$ cat src/rtl/stack_btn_ctrl_if.sv
// stack_btn_ctrl_if: key/command bundle between the button front end and its user.
// The master side drives the raw active-low keys and consumes the commands;
// the slave side is the button controller itself.
interface stack_btn_ctrl_if;
  logic push_btn;
  logic pop_btn;
  logic push;
  logic pop;
  logic push_held;
  logic pop_held;

  modport master (
    output push_btn,
    output pop_btn,
    input  push,
    input  pop,
    input  push_held,
    input  pop_held
  );

  modport slave (
    input  push_btn,
    input  pop_btn,
    output push,
    output pop,
    output push_held,
    output pop_held
  );
endinterface

$ cat src/rtl/stack_btn_ctrl.sv
// stack_btn_ctrl: synchronises and debounces the raw active-low push/pop keys
// and turns each debounced press into one registered single-cycle command,
// never asserting push and pop together.
// Optional auto-repeat of a held key is built only when BTN_AUTOREPEAT_EN is defined.
// Key index 0 is push, key index 1 is pop.
module stack_btn_ctrl #(
  parameter int DEBOUNCE_CYCLES = 4,
  parameter int HOLD_CYCLES     = 16,
  parameter int REPEAT_CYCLES   = 8,
  parameter int CNT_W           = 8
) (
  input logic             clk,
  input logic             reset,
  stack_btn_ctrl_if.slave bus
);
  localparam int NKEYS = 2;
  localparam logic [CNT_W-1:0] DB_LAST   = CNT_W'(DEBOUNCE_CYCLES - 1);
  localparam logic [CNT_W-1:0] CNT_ZERO  = {CNT_W{1'b0}};
  localparam logic [CNT_W-1:0] CNT_ONE   = CNT_W'(1'b1);

  // Counters must be able to hold every configured cycle count.
  if ((DEBOUNCE_CYCLES < 2) || (HOLD_CYCLES < 2) || (REPEAT_CYCLES < 1) ||
      ($clog2(DEBOUNCE_CYCLES + 1) > CNT_W) || ($clog2(HOLD_CYCLES + 1) > CNT_W) ||
      ($clog2(REPEAT_CYCLES + 1) > CNT_W)) begin : g_bad_cfg
    $error("stack_btn_ctrl: counter configuration out of range");
  end

`ifdef BTN_AUTOREPEAT_EN
  localparam logic [CNT_W-1:0] HOLD_LAST = CNT_W'(HOLD_CYCLES - 2);
  localparam logic [CNT_W-1:0] RPT_LAST  = CNT_W'(REPEAT_CYCLES - 1);
  typedef enum logic [1:0] {IDLE = 2'd0, PRESS = 2'd1, HELD = 2'd2, REPEAT = 2'd3} key_state_t;
  logic [CNT_W-1:0] hold_cnt_r [NKEYS];
  logic [CNT_W-1:0] rpt_cnt_r  [NKEYS];
`else
  typedef enum logic [1:0] {IDLE = 2'd0, PRESS = 2'd1, HELD = 2'd2} key_state_t;
`endif

  logic [1:0]       raw_s;
  logic [1:0]       pressed_s;
  logic [1:0]       sync1_r;
  logic [1:0]       sync2_r;
  logic [1:0]       held_r;
  logic [CNT_W-1:0] db_cnt_r [NKEYS];
  logic [1:0]       rise_s;
  logic [1:0]       req_s;
  key_state_t       state_r [NKEYS];
  logic             push_r;
  logic             pop_r;
  logic             push_pend_r;
  logic             pop_pend_r;

  assign raw_s     = {bus.pop_btn, bus.push_btn};
  assign pressed_s = ~sync2_r;

  // Two-flop synchroniser and debounce: the level flips after a full run of differing samples.
  always_ff @(posedge clk) begin
    if (reset) begin
      sync1_r <= 2'b11;
      sync2_r <= 2'b11;
      held_r  <= 2'b00;
      for (int k = 0; k < NKEYS; k++) db_cnt_r[k] <= CNT_ZERO;
    end else begin
      sync1_r <= raw_s;
      sync2_r <= sync1_r;
      for (int k = 0; k < NKEYS; k++) begin
        if (pressed_s[k] != held_r[k]) begin
          if (db_cnt_r[k] == DB_LAST) begin
            held_r[k]   <= pressed_s[k];
            db_cnt_r[k] <= CNT_ZERO;
          end else begin
            db_cnt_r[k] <= db_cnt_r[k] + CNT_ONE;
          end
        end else begin
          db_cnt_r[k] <= CNT_ZERO;
        end
      end
    end
  end

  // Debounced press edge: the run towards "pressed" completes on this clock.
  always_comb begin
    rise_s = 2'b00;
    for (int k = 0; k < NKEYS; k++) begin
      if (pressed_s[k] && !held_r[k] && (db_cnt_r[k] == DB_LAST)) rise_s[k] = 1'b1;
      else rise_s[k] = 1'b0;
    end
  end

  // Per-key press FSM: one request per press, plus repeat requests while held if enabled.
  always_ff @(posedge clk) begin
    if (reset) begin
      for (int k = 0; k < NKEYS; k++) begin
        state_r[k] <= IDLE;
`ifdef BTN_AUTOREPEAT_EN
        hold_cnt_r[k] <= CNT_ZERO;
        rpt_cnt_r[k]  <= CNT_ZERO;
`endif
      end
    end else begin
      for (int k = 0; k < NKEYS; k++) begin
        case (state_r[k])
          IDLE: begin
            if (rise_s[k]) state_r[k] <= PRESS;
            else state_r[k] <= IDLE;
          end
          PRESS: begin
            state_r[k] <= HELD;
`ifdef BTN_AUTOREPEAT_EN
            hold_cnt_r[k] <= CNT_ZERO;
`endif
          end
          HELD: begin
            if (!held_r[k]) state_r[k] <= IDLE;
`ifdef BTN_AUTOREPEAT_EN
            else if (hold_cnt_r[k] == HOLD_LAST) begin
              state_r[k]   <= REPEAT;
              rpt_cnt_r[k] <= CNT_ZERO;
            end else begin
              hold_cnt_r[k] <= hold_cnt_r[k] + CNT_ONE;
            end
`else
            else state_r[k] <= HELD;
`endif
          end
`ifdef BTN_AUTOREPEAT_EN
          REPEAT: begin
            if (!held_r[k]) state_r[k] <= IDLE;
            else if (rpt_cnt_r[k] == RPT_LAST) rpt_cnt_r[k] <= CNT_ZERO;
            else rpt_cnt_r[k] <= rpt_cnt_r[k] + CNT_ONE;
          end
`endif
          default: state_r[k] <= IDLE;
        endcase
      end
    end
  end

  // Command requests: the press cycle, and each repeat slot while still held.
  always_comb begin
    req_s = 2'b00;
    for (int k = 0; k < NKEYS; k++) begin
      if (state_r[k] == PRESS) req_s[k] = 1'b1;
`ifdef BTN_AUTOREPEAT_EN
      else if ((state_r[k] == REPEAT) && held_r[k] && (rpt_cnt_r[k] == CNT_ZERO)) req_s[k] = 1'b1;
`endif
      else req_s[k] = 1'b0;
    end
  end

  // Arbiter: a pending pop goes first, otherwise push wins and a colliding pop waits a cycle.
  always_ff @(posedge clk) begin
    if (reset) begin
      push_r      <= 1'b0;
      pop_r       <= 1'b0;
      push_pend_r <= 1'b0;
      pop_pend_r  <= 1'b0;
    end else if (pop_pend_r) begin
      push_r      <= 1'b0;
      pop_r       <= 1'b1;
      push_pend_r <= push_pend_r | req_s[0];
      pop_pend_r  <= 1'b0;
    end else if (push_pend_r | req_s[0]) begin
      push_r      <= 1'b1;
      pop_r       <= 1'b0;
      push_pend_r <= 1'b0;
      pop_pend_r  <= req_s[1];
    end else begin
      push_r      <= 1'b0;
      pop_r       <= req_s[1];
      push_pend_r <= 1'b0;
      pop_pend_r  <= 1'b0;
    end
  end

  assign bus.push      = push_r;
  assign bus.pop       = pop_r;
  assign bus.push_held = held_r[0];
  assign bus.pop_held  = held_r[1];
endmodule

$ cat src/flat_wrapper.sv
// flat-port wrapper written by rule: the top's interface ports become plain ports
module stack_btn_ctrl_flat 
#(
  parameter int DEBOUNCE_CYCLES = 4,
  parameter int HOLD_CYCLES     = 16,
  parameter int REPEAT_CYCLES   = 8,
  parameter int CNT_W           = 8
)
  (clk, reset, bus_push_btn, bus_pop_btn, bus_push, bus_pop, bus_push_held, bus_pop_held);
  stack_btn_ctrl_if bus_i ();
  input logic clk;
  input logic reset;
  input wire logic [$bits(bus_i.push_btn)-1:0] bus_push_btn;
  input wire logic [$bits(bus_i.pop_btn)-1:0] bus_pop_btn;
  output wire logic [$bits(bus_i.push)-1:0] bus_push;
  output wire logic [$bits(bus_i.pop)-1:0] bus_pop;
  output wire logic [$bits(bus_i.push_held)-1:0] bus_push_held;
  output wire logic [$bits(bus_i.pop_held)-1:0] bus_pop_held;
  assign bus_i.push_btn = bus_push_btn;
  assign bus_i.pop_btn = bus_pop_btn;
  assign bus_push = bus_i.push;
  assign bus_pop = bus_i.pop;
  assign bus_push_held = bus_i.push_held;
  assign bus_pop_held = bus_i.pop_held;
  stack_btn_ctrl #(.DEBOUNCE_CYCLES(DEBOUNCE_CYCLES), .HOLD_CYCLES(HOLD_CYCLES), .REPEAT_CYCLES(REPEAT_CYCLES), .CNT_W(CNT_W)) u_core (.clk(clk), .reset(reset), .bus(bus_i));
endmodule
$ cat config.mk
export PLATFORM = sky130hd
export DESIGN_NAME = stack_btn_ctrl_flat
export DESIGN_NICKNAME = d
export VERILOG_FILES = /design/src/rtl/stack_btn_ctrl_if.sv /design/src/rtl/stack_btn_ctrl.sv /design/src/flat_wrapper.sv
export SDC_FILE = /design/constraint.sdc
export NUM_CORES = 1
export LEC_CHECK = 0
export BUFFER_PORTS_ARGS = -buffer_cell sky130_fd_sc_hd__buf_2
export CAP_MARGIN = 20
export CORE_AREA = 2 2 52 54
export DETAILED_ROUTE_END_ITERATION = 8
export DIE_AREA = 0 0 54 56
export HOLD_SLACK_MARGIN = 0.06
export PLACE_DENSITY = 0.74
export SLEW_MARGIN = 20
export SYNTH_ARGS = -nofsm -noshare
export SYNTH_HDL_FRONTEND = slang
export SYNTH_SLANG_ARGS = --single-unit
export TNS_END_PERCENT = 5
$ cat constraint.sdc
create_clock -name clk -period 1.9 [get_ports clk]
set_input_delay 0.38 -clock clk [delete_from_list [all_inputs] [get_ports clk]]
set_output_delay 0.38 -clock clk [all_outputs]
set_load 0.02 [all_outputs]
==> results of run 1 <==
stage by stage:
stage	std cells	hold WS [ps]
3_3_place_gp	179	391
5_1_grt	187	221
3_5_place_dp	179	393
6_report	187	223
4_1_cts	187	215
2_1_floorplan	143	389
flip-flops by register name, summed over array words and instances, names as in the netlist:
name                flops
u_core.bus.pop          1
u_core.bus.push         1
u_core.db_cnt_r        16
u_core.held_r           2
u_core.pop_pend_r       1
u_core.push_pend_r      1
u_core.state_r          4
u_core.sync1_r          2
u_core.sync2_r          2
synthesized netlist by cell type:
cell type  count
nand3_1        9
a41o_1         2
xor2_1         3
a41oi_1        1
nand3b_1       1
or3_1          7
and3_1         2
nand2b_1       1
a211o_1        2
a21oi_1       10
nand4_1        2
dfxtp_1       11
nor3b_1        1
nand2_1        3
and2_1         1
xnor2_1        3
edfxtp_1      19
inv_1         12
nor4b_2        2
o21ai_0        6
ha_1           4
nor3_1         3
nor2_1        11
nor4b_1        2
conb_1         1
nor4_1         1
or2_2          4
clkbuf_1       1
worst max-delay path, stage by stage (launching register included):
cell	delay (ps)
edfxtp_1	430
ha_1	270
nor4b_4	290
a211o_1	330
nor2_1	90
layer usage:
layer,GRT usage [%],part of all wire (%),vias to the layer above
met4,8.57,1.8,0
met1,19.9,49,435
met3,5.65,3.5,4
li1,-,-,499
met2,25.3,46,10
met5,0,0,-
repair_timing:
item | 4_1_cts | 5_1_grt
hold buffers | 0 | 0
endpoints found under the setup margin | 0 | 6
gates resized for setup | 0 | 1
area by class of cell:
class / count / area (um^2)
fillers: 212 / 865
well taps: 30 / 37.5
clock buffers: 6 / 51.3
multi-input cells: 100 / 597
inverters: 12 / 45.0
clock inverters: 2 / 11.3
repair buffers: 7 / 35.0
flip-flops and latches: 30 / 791
cell families (layout without fill, tap and decap cells):
logic type / after synthesis / after routing / share of synthesized area [%]
AOI/OAI and AO/OA: 21 / 21 / 9.29
xor gates and xnor gates: 6 / 6 / 3.86
adders and majority gates: 4 / 4 / 3.68
buffers and inverters: 13 / 27 / 3.59
DFF: 30 / 30 / 58.1
other: 1 / 19 / 0.276
and+or+nand+nor: 50 / 50 / 21.2
power by group:
part           internal, mW  switching (mW)  leakage (nW)
Combinational        0.0232          0.0348         0.298
Sequential            0.714          0.0209         0.286
Clock                 0.179           0.224        0.0386
Total                 0.916           0.280         0.622
path summary, 6_finish.rpt:
path                                  startpoint                                  end  cells after the start  slack, ps
max          u_core.db_cnt_r[0][0]$_SDFFCE_PP0P_  u_core.db_cnt_r[0][2]$_SDFFCE_PP0P_                      4        240
min                                  bus_pop_btn         u_core.sync1_r[1]$_SDFF_PP1_                      2        220
max reg2reg  u_core.db_cnt_r[0][0]$_SDFFCE_PP0P_  u_core.db_cnt_r[0][2]$_SDFFCE_PP0P_                      4        240
min reg2reg         u_core.sync1_r[0]$_SDFF_PP1_         u_core.sync2_r[0]$_SDFF_PP1_                      1        400
==> metrics.md, run 1 <==
| Metric | Value |
|---|---|
| #FFs+latches synth | `30` |
| CTS tree | `built` |
| Sequential cell area fraction in the yosys report | `58.1%` |
| Final hold vios | `0` |
| Die Width | `54 um` |
| VDD IR-drop max | `0.482 mV` |
| Later-pin clock latency in the skew report | `330 ps` |
| Layout overhead on the synthesized area | `15.3%` |
| CTS Buf Count | `5` |
| Dominant cell type by area after synthesis | `edfxtp_1` |
| Global route total overflow | `0` |
| Largest net degree at the start of global routing | `17` |
| Via count | `948` |
| Setup WS post-layout | `241 ps` |
| Pwr Density | `763 nW/um^2` |
| Final Instance Area | `1570 um^2` |
| Final Cycle Share | `87.3%` |
| DRT iter0 DRCs | `35` |
| Largest cells by area after synthesis | `edfxtp_1, dfxtp_1, a21oi_1` |
| Dpl hpwl | `1.55 mm` |
| Die area | `3020 um^2` |
| Share of the synthesized area in the top cell type | `42.0%` |
| I/O pins | `8` |
| DP Worst Slack | `176 ps` |
| CTS Buffer Depth | `2` |
| Initial core utilization | `55.9%` |
| Crit path kind | `reg2reg` |
| Crit path DAT | `1740 ps` |
| Highest-count cells in the layout ignoring fill and taps | `edfxtp_1, conb_1, inv_1` |
| Worst hold path type | `in2reg` |
| ANT nets after route | `0` |
| Critical path required time | `1980 ps` |
| Clk slew on worst S/H paths | `100 ps` |
| Core box area | `2430 um^2` |
| First-pass GRT wire length | `3.61 mm` |
| Unrepaired setup endpoints after global routing | `false` |
| WL final | `2.15 mm` |
| Crit path max fanout | `8` |
| Netlist Area Pre-Place | `1360 um^2` |
| DRT Pass-1 Iters | `4` |
| GPL Wtd Cong | `0.790` |
| Input/output buffers | `7` |
| DR DRC count | `0` |
| Setup TNS | `0 ps` |
| Antenna violations before repair | `0` |
| CP Launch Type | `register` |
| Die Span Y | `56 um` |
| Max-cap violation count | `0` |
| Final Skew | `11.2 ps` |
| Crit path capture type | `register` |
| H-tree levels | `2` |
| Number of global-route vias before repair | `906` |
| Vias/cell | `5.07` |
| Gr usage total | `16.5%` |
| Diodes inserted | `0` |
| Final net count | `164` |
| Leak | `0.622 nW` |
| Tmin final | `1660 ps` |
| Sinks on Clock Net | `30` |
| Ratio of cells with drive above 1 in the final layout | `13.4%` |
| Setup Viol. Count Final | `0` |
| Total power | `1.20 mW` |
| Status | `complete, no violations` |
| Clock root buffer | `clkbuf_4` |
| Setup Fix Bufs, Post-CTS | `0` |
| WL/cell | `11.5 um` |
| Placement Rows | `18` |
| Fmax | `0.603 GHz` |
| Synthesis warning total | `0` |
| Placed cell areas | `1500 um^2` |
| Cell count after synthesis | `125` |
| Fin util | `64.5%` |
| Max-slew violation count | `0` |
| Syn avg cell area | `10.9 um^2` |
| Unique masters post-synth | `28` |
Power figures use the tool's default switching activity.
==> run 2, diff against run 1 <==
Settings changed: CORE_AREA 2 2 52 54 to 2 2 50 52, CTS_BUF_LIST set to sky130_fd_sc_hd__clkbuf_4, DIE_AREA 0 0 54 56 to 0 0 52 54, PLACE_DENSITY 0.74 to 0.79.
==> metrics.md, run 2 (synthesized netlist as in run 1, its figures left out) <==
| Metric | Value |
|---|---|
| Status | `complete, no violations` |
| Worst Hold Depth | `2 (unchanged)` |
| Comb power frac | `5.0% (+0.2 points)` |
| Hold buffer count at cts | `0 (unchanged)` |
| Final Skew | `5.88 ps (-5.33 ps)` |
| H-tree levels | `2 (unchanged)` |
| Final Cycle Share | `91.1% (+3.8 points)` |
| ANT nets after route | `0 (unchanged)` |
| Final hold vios | `0 (unchanged)` |
| WHS Endpoint | `u_core.sync1_r[0]$_SDFF_PP1_` |
| Largest net degree at the start of global routing | `17 (unchanged)` |
| Highest-count cells in the layout ignoring fill and taps | `edfxtp_1, conb_1, inv_1` |
| Largest register FFs | `16 (unchanged)` |
| Leak | `0.615 nW (-1.1%)` |
| DR DRC count | `0 (unchanged)` |
| Switch share | `22.0% (-1.4 points)` |
| DP Worst Slack | `168 ps (-8.18 ps)` |
| Clock root buffer | `clkbuf_4` |
| CTS Buf Count | `5 (unchanged)` |
| Crit path capture type | `register` |
| Pwr Density | `749 nW/um^2 (-1.8%)` |
| Layout overhead on the synthesized area | `14.2%` |
| Max-cap violation count | `0 (unchanged)` |
| Critical path required time | `1960 ps (-20 ps)` |
| I/O pins | `8 (unchanged)` |
| Setup WS post-layout | `168 ps (-72.4 ps)` |
| Worst hold path type | `in2reg` |
| Cts repair resizes | `0 (unchanged)` |
| Biggest regs | `u_core.db_cnt_r (16), u_core.state_r (4)` |
| Internal power | `907 uW (-0.96%)` |
| Placed cell areas | `1500 um^2 (unchanged)` |
| HP Start | `bus_push_btn` |
| CTS Buffer Depth | `2 (unchanged)` |
| Setup Viol. Count Final | `0 (unchanged)` |
| Setup Fix Bufs, Post-CTS | `0 (unchanged)` |
| Ratio of cells with drive above 1 in the final layout | `12.7% (-0.64 points)` |
| Vias/cell | `5.12 (+1.1%)` |
| Critical Path Start | `u_core.db_cnt_r[0][0]$_SDFFCE_PP0P_` |
| VDD IR-drop max | `0.390 mV (-19%)` |
| Crit path kind | `reg2reg` |
| Sequential share of power | `63.2% (+1.7 points)` |
| Clock power share | `31.9% (-1.8 points)` |
| GPL Wtd Cong | `0.744 (-5.8%)` |
| Dpl hpwl | `1.59 mm (+2.3%)` |
| Final Instance Area | `1550 um^2 (-0.96%)` |
| Switching pwr | `255 uW (-8.8%)` |
| Max-slew violation count | `0 (unchanged)` |
| Crit path max fanout | `8 (unchanged)` |
| Die Span Y | `54 um (-3.6%)` |
| First-pass GRT wire length | `3.56 mm (-1.3%)` |
| WL/cell | `11.3 um (-1.7%)` |
| Antenna violations before repair | `0 (unchanged)` |
| Gr usage total | `18.2% (+1.8 points)` |
| Input/output buffers | `7 (unchanged)` |
| WL final | `2.11 mm (-1.7%)` |
| Diodes inserted | `0 (unchanged)` |
| Via count | `958 (+1.1%)` |
| Die Width | `52 um (-3.7%)` |
| Fmax | `0.578 GHz (-4.2%)` |
| Reg2reg end | `u_core.db_cnt_r[0][5]$_SDFFCE_PP0P_` |
| Fin util | `66.9% (+2.5 points)` |
| CTS tree | `built` |
| CP Launch Type | `register` |
| Unrepaired setup endpoints after global routing | `false` |
| Die area | `2810 um^2 (-7.1%)` |
| Later-pin clock latency in the skew report | `310 ps (-20 ps)` |
| Reg2Reg Depth | `4 (unchanged)` |
| Core box area | `2320 um^2 (-4.6%)` |
| Tmin final | `1730 ps (+72.4 ps)` |
| Reg2Reg Setup Slack | `170 ps (-70 ps)` |
| Clk slew on worst S/H paths | `90 ps (about the same)` |
| Final net count | `164 (unchanged)` |
| Most flops, register | `u_core.db_cnt_r` |
| Placement Rows | `18 (unchanged)` |
| Initial core utilization | `58.6% (+2.7 points)` |
| Number of global-route vias before repair | `872 (-3.8%)` |
| Total power | `1.16 mW (-2.8%)` |
| Sinks on Clock Net | `30 (unchanged)` |
| DRT Pass-1 Iters | `4 (unchanged)` |
| Worst R2R Start | `u_core.db_cnt_r[0][0]$_SDFFCE_PP0P_` |
| Global route total overflow | `0 (unchanged)` |
| Crit path DAT | `1790 ps (+50 ps)` |
| DRT iter0 DRCs | `16 (-54%)` |
| Setup TNS | `0 ps (unchanged)` |
==> run 2: cell types whose count changed in the layout (fill, tap and decap cells not counted) <==
| cell | change |
|---|---|
| nor4b_2 | +1 |
| clkinv_2 | -1 |
| clkbuf_8 | -1 |
| inv_4 | -1 |
| clkbuf_4 | +2 |
| clkinv_1 | +1 |
| nor4b_4 | -1 |
==> run 2: layer usage <==
metal / share of wire, % / track usage (%)
met2: 47 / 30.2
met5: 0 / 0
met1: 48 / 20.3
met3: 2.8 / 5.83
met4: 2.1 / 11.8
==> run 2: how the worst max path moves through the flow <==
| stage | depth (start not counted) | slack, ps | end |
|---|---|---|---|
| final | 4 | 170 | u_core.db_cnt_r[0][5]$_SDFFCE_PP0P_ |
| after global routing | 4 | 60 | u_core.db_cnt_r[0][2]$_SDFFCE_PP0P_ |
| after CTS | 4 | 160 | u_core.db_cnt_r[0][5]$_SDFFCE_PP0P_ |
| after detailed placement | 4 | 170 | u_core.db_cnt_r[0][2]$_SDFFCE_PP0P_ |
| after global placement | 4 | 200 | u_core.db_cnt_r[0][4]$_SDFFCE_PP0P_ |
| after floorplan | 4 | 420 | u_core.db_cnt_r[0][2]$_SDFFCE_PP0P_ |
==> run 2: cell type report <==
cell class              count  area [um^2]
clock buffers               7         52.6
clock inverters             1         3.75
fillers                   191          767
inverters                  12         45.0
multi-input cells         100          588
flip-flops and latches     30          791
well taps                  30         37.5
repair buffers              7         35.0
==> run 2: power groups by stage <==
stage | registers, mW | logic (mW) | clock network [mW]
after floorplan | 0.744 | 0.0430 | 0
after global placement | 0.747 | 0.0536 | 0
after detailed placement | 0.749 | 0.0565 | 0
after CTS | 0.734 | 0.0569 | 0.386
after global routing | 0.737 | 0.0674 | 0.408
final | 0.734 | 0.0576 | 0.371
==> run 2: worst max-delay path, stage by stage, from the launching register on <==
cell and delay, ps:
edfxtp_1 430, ha_1 260, nor4b_2 360, a211o_1 340
a21oi_1 80
==> run 2: stage by stage <==
| step | std cells | hold WS, ps |
|---|---|---|
| global placement | 179 | 393 |
| CTS | 187 | 224 |
| global route | 187 | 229 |
| finish | 187 | 240 |
| floorplan | 143 | 389 |
| detailed placement | 179 | 393 |
